===== config.mk =====
export PLATFORM = sky130hd
export DESIGN_NAME = alu_arbiter
export DESIGN_NICKNAME = d
export VERILOG_FILES = /design/src/rtl/alu_arbiter_pkg.sv /design/src/rtl/alu_arbiter_rr_arb2.sv /design/src/rtl/alu_arbiter.sv
export SDC_FILE = /design/constraint.sdc
export NUM_CORES = 1
export LEC_CHECK = 0
export BUFFER_PORTS_ARGS = -buffer_cell sky130_fd_sc_hd__buf_4
export CELL_PAD_IN_SITES_DETAIL_PLACEMENT = 1
export CELL_PAD_IN_SITES_GLOBAL_PLACEMENT = 1
export CORE_MARGIN = 2
export CORE_UTILIZATION = 25
export CTS_BUF_LIST = sky130_fd_sc_hd__clkbuf_8
export DETAILED_ROUTE_END_ITERATION = 6
export PLACE_DENSITY_LB_ADDON = 0.15
export REMOVE_ABC_BUFFERS = 1
export SYNTH_ARGS = -nofsm -noshare
export SYNTH_HDL_FRONTEND = slang
export SYNTH_SLANG_ARGS = --single-unit
export TNS_END_PERCENT = 5

===== constraint.sdc =====
create_clock -name clk -period 2.75 [get_ports clk]
set_input_delay 0 -clock clk [delete_from_list [all_inputs] [get_ports clk]]
set_output_delay 0 -clock clk [all_outputs]
set_load 0.01 [all_outputs]

===== src/rtl/alu_arbiter_pkg.sv =====
// rtl/alu_arbiter_pkg.sv - shared opcodes, FSM encoding and opcode legality helper
package alu_arbiter_pkg;

  localparam logic [2:0] OP_AND = 3'b000;
  localparam logic [2:0] OP_OR  = 3'b001;
  localparam logic [2:0] OP_ADD = 3'b010;
  localparam logic [2:0] OP_SUB = 3'b100;
  localparam logic [2:0] OP_MUL = 3'b101;
  localparam logic [2:0] OP_SLT = 3'b110;

  typedef enum logic [1:0] {
    ST_IDLE = 2'd0,
    ST_EXEC = 2'd1,
    ST_DONE = 2'd2
  } state_t;

  // 011 and 111 are the only encodings outside the opcode set.
  function automatic logic op_is_legal(input logic [2:0] op);
    logic legal;
    case (op)
      OP_AND, OP_OR, OP_ADD, OP_SUB, OP_MUL, OP_SLT: legal = 1'b1;
      default:                                       legal = 1'b0;
    endcase
    return legal;
  endfunction

endpackage


===== src/rtl/alu_arbiter_rr_arb2.sv =====
// rtl/alu_arbiter_rr_arb2.sv - two-requester round-robin grant
// Ports:
//   req[1:0]   requests pending
//   last       index of the requester served most recently
//   grant[1:0] one-hot grant (or zero when nothing requests)
module rr_arb2 (
  input  logic [1:0] req,
  input  logic       last,
  output logic [1:0] grant
);

  // On a tie the requester that was not served last wins.
  assign grant[0] = req[0] & (~req[1] | last);
  assign grant[1] = req[1] & (~req[0] | ~last);

endmodule


===== src/rtl/alu_arbiter.sv =====
// rtl/alu_arbiter.sv - arbitrates two requesters onto one shared external ALU
// Ports:
//   clk, rst                     clock, asynchronous active-high reset
//   reqN_valid/op/a/b, reqN_ready request channel of requester N (N = 0, 1)
//   respN_valid                  one-cycle completion pulse to requester N
//   resp_data/resp_zero/resp_err registered result shared by both requesters
//   alu_op/alu_a/alu_b           operands to the external ALU
//   alu_out/alu_zero             combinational ALU result
//   busy                         high while an operation is in flight
module alu_arbiter
  import alu_arbiter_pkg::*;
#(
  parameter int MUL_CYCLES = 3,
  parameter int WIDTH      = 32
) (
  input  logic             clk,
  input  logic             rst,
  input  logic             req0_valid,
  output logic             req0_ready,
  input  logic [2:0]       req0_op,
  input  logic [WIDTH-1:0] req0_a,
  input  logic [WIDTH-1:0] req0_b,
  input  logic             req1_valid,
  output logic             req1_ready,
  input  logic [2:0]       req1_op,
  input  logic [WIDTH-1:0] req1_a,
  input  logic [WIDTH-1:0] req1_b,
  output logic             resp0_valid,
  output logic             resp1_valid,
  output logic [WIDTH-1:0] resp_data,
  output logic             resp_zero,
  output logic             resp_err,
  output logic [2:0]       alu_op,
  output logic [WIDTH-1:0] alu_a,
  output logic [WIDTH-1:0] alu_b,
  input  logic [WIDTH-1:0] alu_out,
  input  logic             alu_zero,
  output logic             busy
);

  // Counter holds "EXEC cycles remaining after this one".
  localparam logic [3:0] MUL_LAST = 4'(MUL_CYCLES - 1);

  state_t           r_state;
  state_t           w_state_nxt;
  logic [2:0]       r_op;
  logic [WIDTH-1:0] r_a;
  logic [WIDTH-1:0] r_b;
  logic [3:0]       r_cnt;
  logic             r_gnt_idx;
  logic             r_last;

  logic [1:0]       w_grant;
  logic             w_hs;
  logic [2:0]       w_sel_op;

  rr_arb2 u_rr_arb2 (
    .req   ({req1_valid, req0_valid}),
    .last  (r_last),
    .grant (w_grant)
  );

  // A grant is only produced for a valid requester, so grant in IDLE is the handshake.
  assign w_hs     = (r_state == ST_IDLE) && (w_grant != 2'b00);
  assign w_sel_op = w_grant[1] ? req1_op : req0_op;

  always_ff @(posedge clk or posedge rst) begin
    if (rst) begin
      r_state <= ST_IDLE;
    end else begin
      r_state <= w_state_nxt;
    end
  end

  always_comb begin
    w_state_nxt = r_state;
    req0_ready  = 1'b0;
    req1_ready  = 1'b0;
    resp0_valid = 1'b0;
    resp1_valid = 1'b0;
    busy        = 1'b1;
    alu_op      = r_op;
    alu_a       = r_a;
    alu_b       = r_b;
    case (r_state)
      ST_IDLE: begin
        busy       = 1'b0;
        req0_ready = w_grant[0];
        req1_ready = w_grant[1];
        alu_op     = 3'b000;
        alu_a      = '0;
        alu_b      = '0;
        if (w_hs) w_state_nxt = ST_EXEC;
      end
      ST_EXEC: begin
        if (r_cnt == 4'd0) w_state_nxt = ST_DONE;
      end
      ST_DONE: begin
        resp0_valid = ~r_gnt_idx;
        resp1_valid = r_gnt_idx;
        w_state_nxt = ST_IDLE;
      end
      default: begin
        busy        = 1'b0;
        w_state_nxt = ST_IDLE;
      end
    endcase
  end

  always_ff @(posedge clk or posedge rst) begin
    if (rst) begin
      r_op      <= 3'b000;
      r_a       <= '0;
      r_b       <= '0;
      r_cnt     <= 4'd0;
      r_gnt_idx <= 1'b0;
      r_last    <= 1'b1;
      resp_data <= '0;
      resp_zero <= 1'b0;
      resp_err  <= 1'b0;
    end else begin
      if (w_hs) begin
        r_gnt_idx <= w_grant[1];
        r_op      <= w_sel_op;
        r_a       <= w_grant[1] ? req1_a : req0_a;
        r_b       <= w_grant[1] ? req1_b : req0_b;
        r_cnt     <= (w_sel_op == OP_MUL) ? MUL_LAST : 4'd0;
      end else if (r_state == ST_EXEC && r_cnt != 4'd0) begin
        r_cnt <= r_cnt - 4'd1;
      end

      if (r_state == ST_EXEC && r_cnt == 4'd0) begin
        // Illegal opcodes complete with a fixed result; the ALU output is ignored.
        if (op_is_legal(r_op)) begin
          resp_data <= alu_out;
          resp_zero <= alu_zero;
          resp_err  <= 1'b0;
        end else begin
          resp_data <= '0;
          resp_zero <= 1'b1;
          resp_err  <= 1'b1;
        end
      end

      if (r_state == ST_DONE) r_last <= r_gnt_idx;
    end
  end

endmodule


After elaboration in Yosys (flattened, before gate mapping)
Cells that the tools add are included.
{"block": "totals", "elab_cells": 63, "in_bits": 171, "regBits": 109, "output_inout_bits": 106}
{"block": "classes", "add_sub_neg": 1, "eq_ne": 10, "n_bitwise": 8, "reduce_logical": 12, "muxes": 22}
{"op": "$mux W32", "count": 5}
{"op": "$eq A3 B3 Y1 const B", "count": 4}
{"op": "$mux W1", "count": 9}
{"op": "$mux W4", "count": 2}
{"op": "$mux W2", "count": 3}
{"op": "$mux W3", "count": 2}
{"op": "$reduce_or A6 Y1", "count": 1}
{"op": "$logic_not A4 Y1", "count": 1}
{"op": "$not A1 Y1", "count": 4}
{"op": "$pmux W2 S2", "count": 1}
{"op": "$reduce_bool A2 Y1", "count": 2}
{"op": "$reduce_bool A4 Y1", "count": 1}
{"op": "$sub A4 B1 Y4 const B", "count": 1}
{"op": "$eq A3 B1 Y1 const B", "count": 1}
{"op": "$eq A3 B2 Y1 const B", "count": 1}
{"op": "$logic_and A1 B1 Y1", "count": 3}
{"op": "$logic_not A3 Y1", "count": 1}
{"op": "$and A1 B1 Y1", "count": 2}
{"op": "$eq A2 B1 Y1 const B", "count": 1}
{"op": "$eq A2 B2 Y1 const B", "count": 1}
{"op": "$logic_not A2 Y1", "count": 1}
{"op": "$ne A2 B1 Y1 const B", "count": 1}
{"op": "$ne A2 B2 Y1 const B", "count": 1}
{"op": "$or A1 B1 Y1", "count": 2}
{"op": "other kinds (2)", "count": 2}

Longest topological paths before layout
Gate-level depths: netlist (run 1).
{"block": "logic_depth", "depth_word": 7, "ltp_mapped": 7, "mapped_depth_nobuf": 6}

Hierarchy
Synthesis (run 1) repeated with hierarchy kept, for this count alone.
{"block": "hier_totals", "cells_unflattened": 504, "area_unflattened_um2": 5290.1}
{"module": "alu_arbiter", "area_per_inst_um2": 5271.3, "instances": 1, "cells_each": 501}
{"module": "rr_arb2", "area_per_inst_um2": 18.8, "instances": 1, "cells_each": 3}

Least setup slack after synthesis (run 1)
OpenSTA, ideal clock, no wires.
{"block": "synth_path", "path_type": "flip-flop to flip-flop", "start": "register r_cnt[0]", "end": "register r_cnt[1]", "path_slack_ps": 1099, "n_path_buf": 1, "setup_time_ps": 77, "stages_incl_launch_ff": 8, "t_required_ps": 2673, "arrival_time_ps": 1574, "cell_sequence": "dfrtp_1 -> inv_1 -> ha_1 -> or3b_1 -> and2_4 -> buf_6 -> a21o_1 -> a21oi_1"}
{"block": "synth_between", "elab_chain_len": 3}
{"element": "from (decl)", "line_no": "alu_arbiter.sv:49", "source": "logic [3:0] r_cnt;"}
{"element": "from (signal assigned)", "line_no": "alu_arbiter.sv:127", "source": "r_cnt <= (w_sel_op == OP_MUL) ? MUL_LAST : 4'd0;"}
{"element": "from (signal assigned)", "line_no": "alu_arbiter.sv:129", "source": "r_cnt <= r_cnt - 4'd1;"}
{"element": "$sub A4 B1 Y4 / $reduce_bool A4 Y1 (equally long branches)", "line_no": "alu_arbiter.sv:129, alu_arbiter.sv:128"}
{"element": "$mux W4 / $logic_and A1 B1 Y1 (equally long branches)", "line_no": "alu_arbiter.sv:128", "source": "end else if (r_state == ST_EXEC && r_cnt != 4'd0) begin"}
{"element": "$mux W4 / $reduce_bool A2 Y1 (equally long branches)"}
Several ways; a longest one is shown, not always the timed one. The select of a mux whose other input is x is not followed.
A chain may end at the register's enable or synchronous reset.

Worst setup path after layout (run 1)
{"block": "layout_path", "start": "register r_state[0]", "end": "output alu_b[31]"}
{"block": "layout_between", "elab_chain_len": 2}
{"element": "from (decl)", "line_no": "alu_arbiter.sv:44", "source": "state_t r_state;"}
{"element": "from (signal assigned)", "line_no": "alu_arbiter.sv:71", "source": "r_state <= w_state_nxt;"}
{"element": "$logic_not A2 Y1", "line_no": "alu_arbiter.sv:85", "source": "case (r_state)"}
{"element": "$mux W32", "line_no": "alu_arbiter.sv:85"}
{"element": "to (decl)", "line_no": "alu_arbiter.sv:35", "source": "output logic [WIDTH-1:0] alu_b,"}
Every way passes these cells.

==> summary.md, run 1 <==
| Metric | Value |
|---|---|
| DRC | `0` |
| PwrDens | `886 mW/mm2` |
| Post-synthesis sequential area ratio | `a little over half` |
| Setup violators final | `0` |
| First-pass GRT wire length | `30100 um` |
| ANT nets after route | `0` |
| Nets | `1099` |
| Run status | `finished, final reports clean` |
| Worst-Margin Slew | `0.742 ns` |
| CTS clock-pin slew for the worst setup and hold paths | `0.10 ns` |
| Row cnt | `52` |
| R2R Setup Slk | `0.63 ns` |
| Layout cell share with drive strength beyond 1 | `approximately a third` |
| Slew Limit Fails | `0` |
| Final Cycle Share | `81.3%` |
| Post-CTS setup buffers | `0` |
| Post_cts resized | `0` |
| Hold_buf cts | `between 150 and 200` |
| Vias per cell | `4.37` |
| Yosys reg bits | `109` |
| GRT Total Usage | `about 17%` |
| HPWL after DPL | `12700 um` |
| Worst Setup Start Kind | `flip-flop` |
| # IOs | `277` |
| RSZ-0062 raised after global routing | `false` |
| Initial antenna violation count | `0` |
| Crit end category | `primary output` |
| Syn Area/Cell | `10.5 um2` |
| Max Clk Rate | `447 MHz` |
| Main synth FF type | `dfrtp_1` |
| CP required | `2.75 ns` |
| Total wire length | `around 19000 um` |
| YS warnings | `0` |
| Die width | `approximately 150 um` |
| Post-synthesis cell type count | `37` |
| Clk_lat worst skew | `0.37 ns` |
| Crit Path Category | `reg -> out` |
| Hold Path Class | `in -> reg` |
| CTS Buf Count | `9` |
| Final GP Congestion | `0.728` |
| Max Cap Viol | `0` |
| Worst rel slew slack | `50.6%` |
| H-tree Lvls | `3` |
| Via Count | `5221` |
| Placed cells | `1015` |
| CORE AREA | `approximately 0.020 mm2` |
| Critical Path AT | `between 2 and 2.5 ns` |
| Synth Cell Area | `0.00523 mm2` |
| Total die area | `0.0221 mm2` |
| PortBufs | `276` |
| Fin cells | `1196` |
| Final setup margin | `0.513 ns` |
| Total gr overflow | `0` |
| Post-synth EDFFs | `0` |
| Pre-CTS setup slack | `around 0.8 ns` |
| Diodes inserted | `0` |
| Drt first pass iters | `4` |
| Cells after Synth | `497` |
| Fin crit period | `2.24 ns` |
| Post-synth ARST share | `100%` |
| TritonCTS clock tree | `yes` |
| Die Ht | `149 um` |
| Maximum vdd drop | `0.347 mV` |
| Wire length per cell | `15.9 um` |
| P&R area growth vs syn | `81.4%` |
| Leading cell type in the layout, fill and taps excluded | `buf_4` |
| Pleak | `4.57 nW` |
| Initial core utilization | `25.7%` |
| Initial DRC count | `131` |
| Vias in the first global route | `5878` |
| Clock Path Buffers | `2` |
| Post-Route Skew | `0.0141 ns` |
| Fin. Hold Viols | `0` |
| Max Fanout on Critical Path | `53` |
| Pin count of the biggest net entering global routing | `73` |
| Total clock sinks | `109` |
| Clock root cell | `clkbuf_8` |
| Most frequent cells in the layout | `buf_4 (282), dlygate4sd3_1 (167), dfrtp_1 (108), nor2b_1 (69)` |
area by class of cell:
type	count	area, um2
Clock buffer	10	138
Clock inverter	4	97.6
Fill cell	2248	10900
Inverter	8	32.5
Multi-Input combinational cell	343	2300
Sequential cell	109	2730
Tap cell	270	338
Timing Repair Buffer	452	3850
path summary, 6_finish.rpt:
check                           start        end  cells after the start
hold reg to reg               r_b[15]    r_b[15]                      2
setup / recovery           r_state[0]  alu_b[31]                      6
max in group asynchronous         rst    r_op[1]                      4
setup reg to reg               r_last     r_a[8]                      5
min in group asynchronous         rst    r_a[28]                      3
hold / removal             req0_valid  r_gnt_idx                      3
synthesized netlist by cell type (all sizes together) (2+ instances only):
cell | number | area, um2
a21oi | 4 | 23.8
xor2 | 2 | 17.5
dfrtp | 108 | 2700
nor2 | 5 | 18.8
nor2b | 69 | 432
a22o | 33 | 289
mux2i | 66 | 661
clkbuf | 17 | 63.8
o21ai | 70 | 350
nor3 | 2 | 10.0
nand2 | 66 | 248
and2 | 4 | 27.5
buf | 20 | 131
inv | 8 | 30.0
nand3 | 3 | 20.0
ha | 5 | 62.6
routing by layer:
metal / track usage, % / routed length (um) / up-vias
met5: 0 / 0 / -
met3: 4.02 / 1300 / 15
li1: - / - / 2545
met1: 20.3 / 7840 / 2471
met4: 4.67 / 218 / 0
met2: 31.8 / 9720 / 190
where the power goes:
group	switching (W)	leakage (nW)	internal, W	total (W)
Combinational	0.00217	3.10	0.00226	0.00443
Sequential	0.000438	1.35	0.00237	0.00281
Clock	0.000547	0.114	0.000621	0.00117
Total	0.00315	4.57	0.00525	0.00840
critical path, cell delays in order, from the launching register on:
cell	delay, ns
dfrtp_1	0.41
inv_1	0.11
ha_2	0.22
buf_4	0.51
buf_4	0.36
nor2b_1	0.10
buf_4	0.15
kinds of logic (layout without fill, tap and decap cells):
logic type / count (synthesis) / after routing / synth area share (%)
AND/OR/NAND/NOR: 154 / 154 / 15.2
XOR/XNOR: 3 / 3 / 0.503
AO/OA/AOI/OAI: 114 / 114 / 13.7
buffers and inverters: 45 / 474 / 4.31
flip-flops: 109 / 109 / 52.2
multiplexers: 67 / 67 / 12.9
adder cells (fa/ha/maj): 5 / 5 / 1.20
through the flow:
| stage | power (W) | area [um2] | setup TNS, ns | hold WS (ns) | util (%) |
|---|---|---|---|---|---|
| global route | 0.00908 | 9480 | 0 | 0.0353 | 46.5 |
| floorplan | 0.00502 | 5030 | -215.72 | 0.124 | - |
| finish | 0.00840 | 9480 | 0 | 0.0574 | 46.5 |
| CTS | 0.00849 | 9480 | 0 | 0.0186 | 46.5 |
| detailed placement | 0.00698 | 7570 | 0 | 0.200 | 37.2 |
| global placement | 0.00686 | 7570 | 0 | 0.193 | 37.2 |
sequential cells by signal (all words and copies together), names as in the netlist:
signal and cells:
r_a 32, r_b 32, r_cnt 4, r_gnt_idx 1
r_last 1, r_op 3, r_state 2, resp_data 32
resp_err 1, resp_zero 1
Note: power is estimated with default switching activity, not from simulation.
==> run 2, diff against run 1 <==
==> constraint.sdc (replaced) <==
create_clock -name clk -period 2.3 [get_ports clk]
set_input_delay 0 -clock clk [delete_from_list [all_inputs] [get_ports clk]]
set_output_delay 0 -clock clk [all_outputs]
set_load 0.01 [all_outputs]
==> summary.md, run 2 (synthesis results as in run 1) <==
| Metric | Value |
|---|---|
| Wire length per cell | `16.0 um` |
| Die width | `149 um` |
| Layout cell share with drive strength beyond 1 | `around a third` |
| Hold_buf cts | `166` |
| Hold endpoint | `r_op[0]` |
| Most frequent cells in the layout | `buf_4 (283), dlygate4sd3_1 (166), dfrtp_1 (108), nor2b_1 (69)` |
| Total gr overflow | `0` |
| Row cnt | `52` |
| Worst R2R End | `r_b[22]` |
| Crit Path Category | `reg -> reg` |
| Max Cap Viol | `0` |
| Clk_lat worst skew | `0.38 ns` |
| Vias per cell | `around 4.4` |
| GRT Total Usage | `17.6%` |
| Hold Path Class | `in -> reg` |
| Cell Int Power | `0.00608 W` |
| Run status | `finished, final reports clean` |
| Post-Route Skew | `0.0101 ns` |
| Die Ht | `149 um` |
| Final TNS setup | `0 ns` |
| Total clock sinks | `about 110` |
| Comb pwr share | `54.7%` |
| Worst rel slew slack | `a little under half` |
| WHS | `0.0404 ns` |
| Post-CTS setup buffers | `0` |
| CTS clock-pin slew for the worst setup and hold paths | `approximately 0.10 ns` |
| Regs by FF count | `r_a: 32 flops, r_b: 32 flops, resp_data: 32 flops` |
| Clock root cell | `clkbuf_8` |
| Max Clk Rate | `478 MHz` |
| CP Launch Point | `r_last` |
| PwrDens | `1040 mW/mm2` |
| Clock share of power | `11.9%` |
| Slew Limit Fails | `0` |
| DRC | `0` |
| Fin. Hold Viols | `0` |
| Critical Path AT | `approximately 2.4 ns` |
| Worst Setup Start Kind | `flip-flop` |
| R2R Setup Slk | `0.21 ns` |
| HPWL after DPL | `12900 um` |
| Initial core utilization | `25.7%` |
| TritonCTS clock tree | `yes` |
| Final setup margin | `roughly 0.21 ns` |
| Layout filler cell count | `about 2300` |
| CORE AREA | `0.0204 mm2` |
| Metal-1 WL | `7820 um` |
| FF/Latch Area | `0.00273 mm2` |
| Sequential power share | `33.4%` |
| Clock Path Buffers | `2` |
| CTS Buf Count | `9` |
| Met2 wire len | `9640 um` |
| Hold path cells | `3` |
| Pleak | `around 4.6 nW` |
| Hold Crit Start | `req1_op[0]` |
| Total wire length | `slightly below 20000 um` |
| Leading cell type in the layout, fill and taps excluded | `buf_4` |
| Post_cts resized | `0` |
| Uppermost layer routed | `met4` |
| RSZ-0062 raised after global routing | `false` |
| Area of the multi-input gates | `0.00230 mm2` |
| Initial DRC count | `147` |
| Max Fanout on Critical Path | `44` |
| ANT nets after route | `0` |
| CP required | `2.56 ns` |
| Switching power | `0.00381 W` |
| Nets | `about 1100` |
| PortBufs | `276` |
| First-pass GRT wire length | `30600 um` |
| Total die area | `0.0221 mm2` |
| R2R depth | `5` |
| Fin crit period | `2.09 ns` |
| Initial antenna violation count | `0` |
| Final GP Congestion | `about 0.76` |
| H-tree Lvls | `3` |
| Maximum vdd drop | `0.606 mV` |
| Via Count | `5287` |
| Placed instance area | `between 0.007 and 0.008 mm2` |
| Worst-Margin Slew | `a little over 0.8 ns` |
| # IOs | `277` |
| Pin count of the biggest net entering global routing | `75` |
| Crit end category | `flip-flop` |
| Worst reg2reg startpoint | `r_last` |
| Wire length on met3 | `around 1500 um` |
| P&R area growth vs syn | `81.3%` |
| Vias in the first global route | `about 6000` |
| Final Cycle Share | `91.0%` |
| Setup violators final | `0` |
| Total power | `0.00989 W` |
| Drt first pass iters | `4` |
| Pre-CTS setup slack | `0.544 ns` |
| Final Cell Area | `0.00948 mm2` |
| Switching share of power | `38.5%` |
==> run 2: per-stage QoR <==
step	util (%)	instances
floorplan	-	460
global placement	37.4	1018
CTS	46.5	1200
detailed placement	37.4	1018
finish	46.5	1201
global route	46.5	1200
==> run 2: routing by layer <==
layer	vias to the layer above	track usage, %
li1	2545	-
met3	18	5.67
met2	195	31.7
met4	0	4.48
met1	2529	20.2
met5	-	0
==> run 2: power by group through the flow <==
stage	Combinational [W]	Clock (W)	Sequential, W
final	0.00541	0.00118	0.00331
after global routing	0.00598	0.00132	0.00344
after CTS	0.00548	0.00124	0.00331
after detailed placement	0.00510	0	0.00335
after global placement	0.00501	0	0.00329
after floorplan	0.00264	0	0.00334
==> run 2: how the worst max path moves through the flow <==
| stage | endpoint | slack [ns] | cells after the start |
|---|---|---|---|
| after global placement | r_cnt[1] | 0.63 | 6 |
| after global routing | r_b[22] | 0.11 | 5 |
| after CTS | r_a[22] | 0.21 | 5 |
| final | r_b[22] | 0.21 | 5 |
| after floorplan | r_a[0] | -3.36 | 3 |
| after detailed placement | r_cnt[1] | 0.54 | 6 |
==> run 2: area by class of cell <==
class | instances | share of cell area (%)
sequential | 109 | 28.8
tap | 270 | 3.57
inverter | 8 | 0.343
antenna | 1 | 0.0264
timing repair buffer | 454 | 41.0
clock inverter | 7 | 0.713
clock buffer | 9 | 1.31
multi-input combinational | 343 | 24.2
==> run 2: critical path, cell delays in order (launching register included) <==
cell	delay, ns
dfstp_2	0.40
a21boi_4	0.26
buf_12	0.30
mux2i_1	0.28
dlygate4sd3_1	0.59
o21ai_0	0.07
==> run 3, diff against run 2 <==
--- a/config.mk
+++ b/config.mk
@@ -12,6 +12,7 @@
 export CORE_UTILIZATION = 25
 export CTS_BUF_LIST = sky130_fd_sc_hd__clkbuf_8
 export DETAILED_ROUTE_END_ITERATION = 6
+export HOLD_SLACK_MARGIN = 0.15
 export PLACE_DENSITY_LB_ADDON = 0.15
 export REMOVE_ABC_BUFFERS = 1
 export SYNTH_ARGS = -nofsm -noshare
==> constraint.sdc (replaced) <==
create_clock -name clk -period 2.35 [get_ports clk]
set_input_delay 0 -clock clk [delete_from_list [all_inputs] [get_ports clk]]
set_output_delay 0 -clock clk [all_outputs]
set_load 0.01 [all_outputs]
==> summary.md, run 3 (synthesis results as in run 1) <==
| Metric | Value |
|---|---|
| Run status | `finished, final reports clean` |
| Total power | `0.00962 W` |
| # IOs | `277` |
| Initial core utilization | `25.7%` |
| RSZ-0062 raised after global routing | `false` |
| Most frequent cells in the layout | `buf_4 (284), dlygate4sd3_1 (172), dfrtp_1 (108), nor2b_1 (69)` |
| Die Ht | `149 um` |
| H-tree Lvls | `3` |
| HPWL after DPL | `12900 um` |
| Pleak | `4.58 nW` |
| CORE AREA | `0.0204 mm2` |
| Pin count of the biggest net entering global routing | `64` |
| Setup violators final | `0` |
| Worst Setup Start Kind | `flip-flop` |
| Maximum vdd drop | `0.286 mV` |
| Layout cell share with drive strength beyond 1 | `33.4%` |
| CP Launch Point | `r_last` |
| Total wire length | `roughly 19000 um` |
| P&R area growth vs syn | `81.6%` |
| Crit Path Category | `reg -> reg` |
| PortBufs | `between 200 and 300` |
| CP required | `between 2 and 3 ns` |
| Critical Path AT | `2.30 ns` |
| Vias per cell | `between 4 and 5` |
| Clock root cell | `clkbuf_8` |
| Drt first pass iters | `4` |
| Post_cts resized | `0` |
| TritonCTS clock tree | `yes` |
| DRC | `0` |
| Post-Route Skew | `0.00919 ns` |
| Diodes inserted | `0` |
| Fin. Hold Viols | `0` |
| Max Fanout on Critical Path | `63` |
| Regs by FF count | `r_a: 32 flops, r_b: 32 flops, resp_data: 32 flops` |
| Initial DRC count | `129` |
| R2R depth | `5` |
| Worst reg2reg startpoint | `r_last` |
| First-pass GRT wire length | `just over 30000 um` |
| Total clock sinks | `109` |
| CTS clock-pin slew for the worst setup and hold paths | `0.11 ns` |
| Via Count | `roughly 5300` |
| Hold Path Class | `in -> reg` |
| R2R Setup Slk | `0.28 ns` |
| Leading cell type in the layout, fill and taps excluded | `buf_4` |
| Worst-Margin Slew | `0.903 ns` |
| Clock Path Buffers | `2` |
| Pre-CTS setup slack | `roughly 0.50 ns` |
| Row cnt | `52` |
| Crit end category | `flip-flop` |
| GRT Total Usage | `17.5%` |
| Crit path to | `r_b[11]` |
| Total die area | `0.0221 mm2` |
| Final setup margin | `0.277 ns` |
| Vias in the first global route | `5806` |
| Final TNS setup | `0 ns` |
| Hold_buf cts | `172` |
| Wire length per cell | `16.0 um` |
| WHS | `roughly 0.19 ns` |
| Worst rel slew slack | `between 30% and 40%` |
| ANT nets after route | `0` |
| Max Cap Viol | `0` |
| Max Clk Rate | `482 MHz` |
| Slew Limit Fails | `0` |
| Initial antenna violation count | `0` |
| Final GP Congestion | `about 0.73` |
| Fin crit period | `2.07 ns` |
| Worst R2R End | `r_b[11]` |
| PwrDens | `1010 mW/mm2` |
| Nets | `1106` |
| Final Cycle Share | `between 80% and 90%` |
| Post-CTS setup buffers | `0` |
| Clk_lat worst skew | `0.38 ns` |
| Die width | `149 um` |
| CTS Buf Count | `9` |
| Total gr overflow | `0` |
==> run 3: layout make-up <==
| cell class | instances | area [um2] |
|---|---|---|
| fill | 2293 | 10900 |
| timing repair buffer | 459 | 3910 |
| sequential | 109 | 2730 |
| multi-input combinational | 343 | 2300 |
| tap | 270 | 338 |
| clock buffer | 9 | 124 |
| clock inverter | 7 | 57.6 |
| inverter | 8 | 32.5 |
==> run 3: how the worst min path moves through the flow <==
| stage | depth (start not counted) | from | slack [ns] | to |
|---|---|---|---|---|
| floorplan | 2 | alu_zero | 0.12 | resp_zero |
| global placement | 2 | rst | 0.01 | r_a[28] |
| detailed placement | 2 | rst | 0.02 | r_a[28] |
| CTS | 4 | req0_op[2] | 0.18 | r_cnt[1] |
| global route | 4 | req0_op[2] | 0.22 | r_cnt[1] |
| finish | 4 | req0_op[2] | 0.19 | r_cnt[1] |
==> run 3: worst max-delay path: stages, from the launching register on <==
cell and delay, ns:
dfstp_2 0.41, a21boi_4 0.16, buf_12 0.32, mux2i_1 0.27
dlygate4sd3_1 0.57, o21ai_0 0.07
==> run 3: where the power goes <==
group	internal (W)	switching, W
logic	0.00268	0.00258
clock network	0.000404	0.000705
registers	0.00277	0.000480
total	0.00585	0.00377
==> run 3: layer usage <==
| layer | vias up | track usage (%) | routed length [um] |
|---|---|---|---|
| met5 | - | 0 | 0 |
| met4 | 0 | 4.62 | 226 |
| met2 | 189 | 32.2 | 10000 |
| li1 | 2562 | - | - |
| met1 | 2516 | 19.6 | 7560 |
| met3 | 14 | 5.12 | 1460 |
==> run 3: metrics by stage <==
| step | instances | util (%) | instance area, um2 |
|---|---|---|---|
| detailed placement | 1017 | 37.3 | 7590 |
| global route | 1205 | 46.6 | 9490 |
| CTS | 1205 | 46.6 | 9490 |
| floorplan | 460 | - | 5030 |
| finish | 1205 | 46.6 | 9490 |
| global placement | 1017 | 37.3 | 7590 |
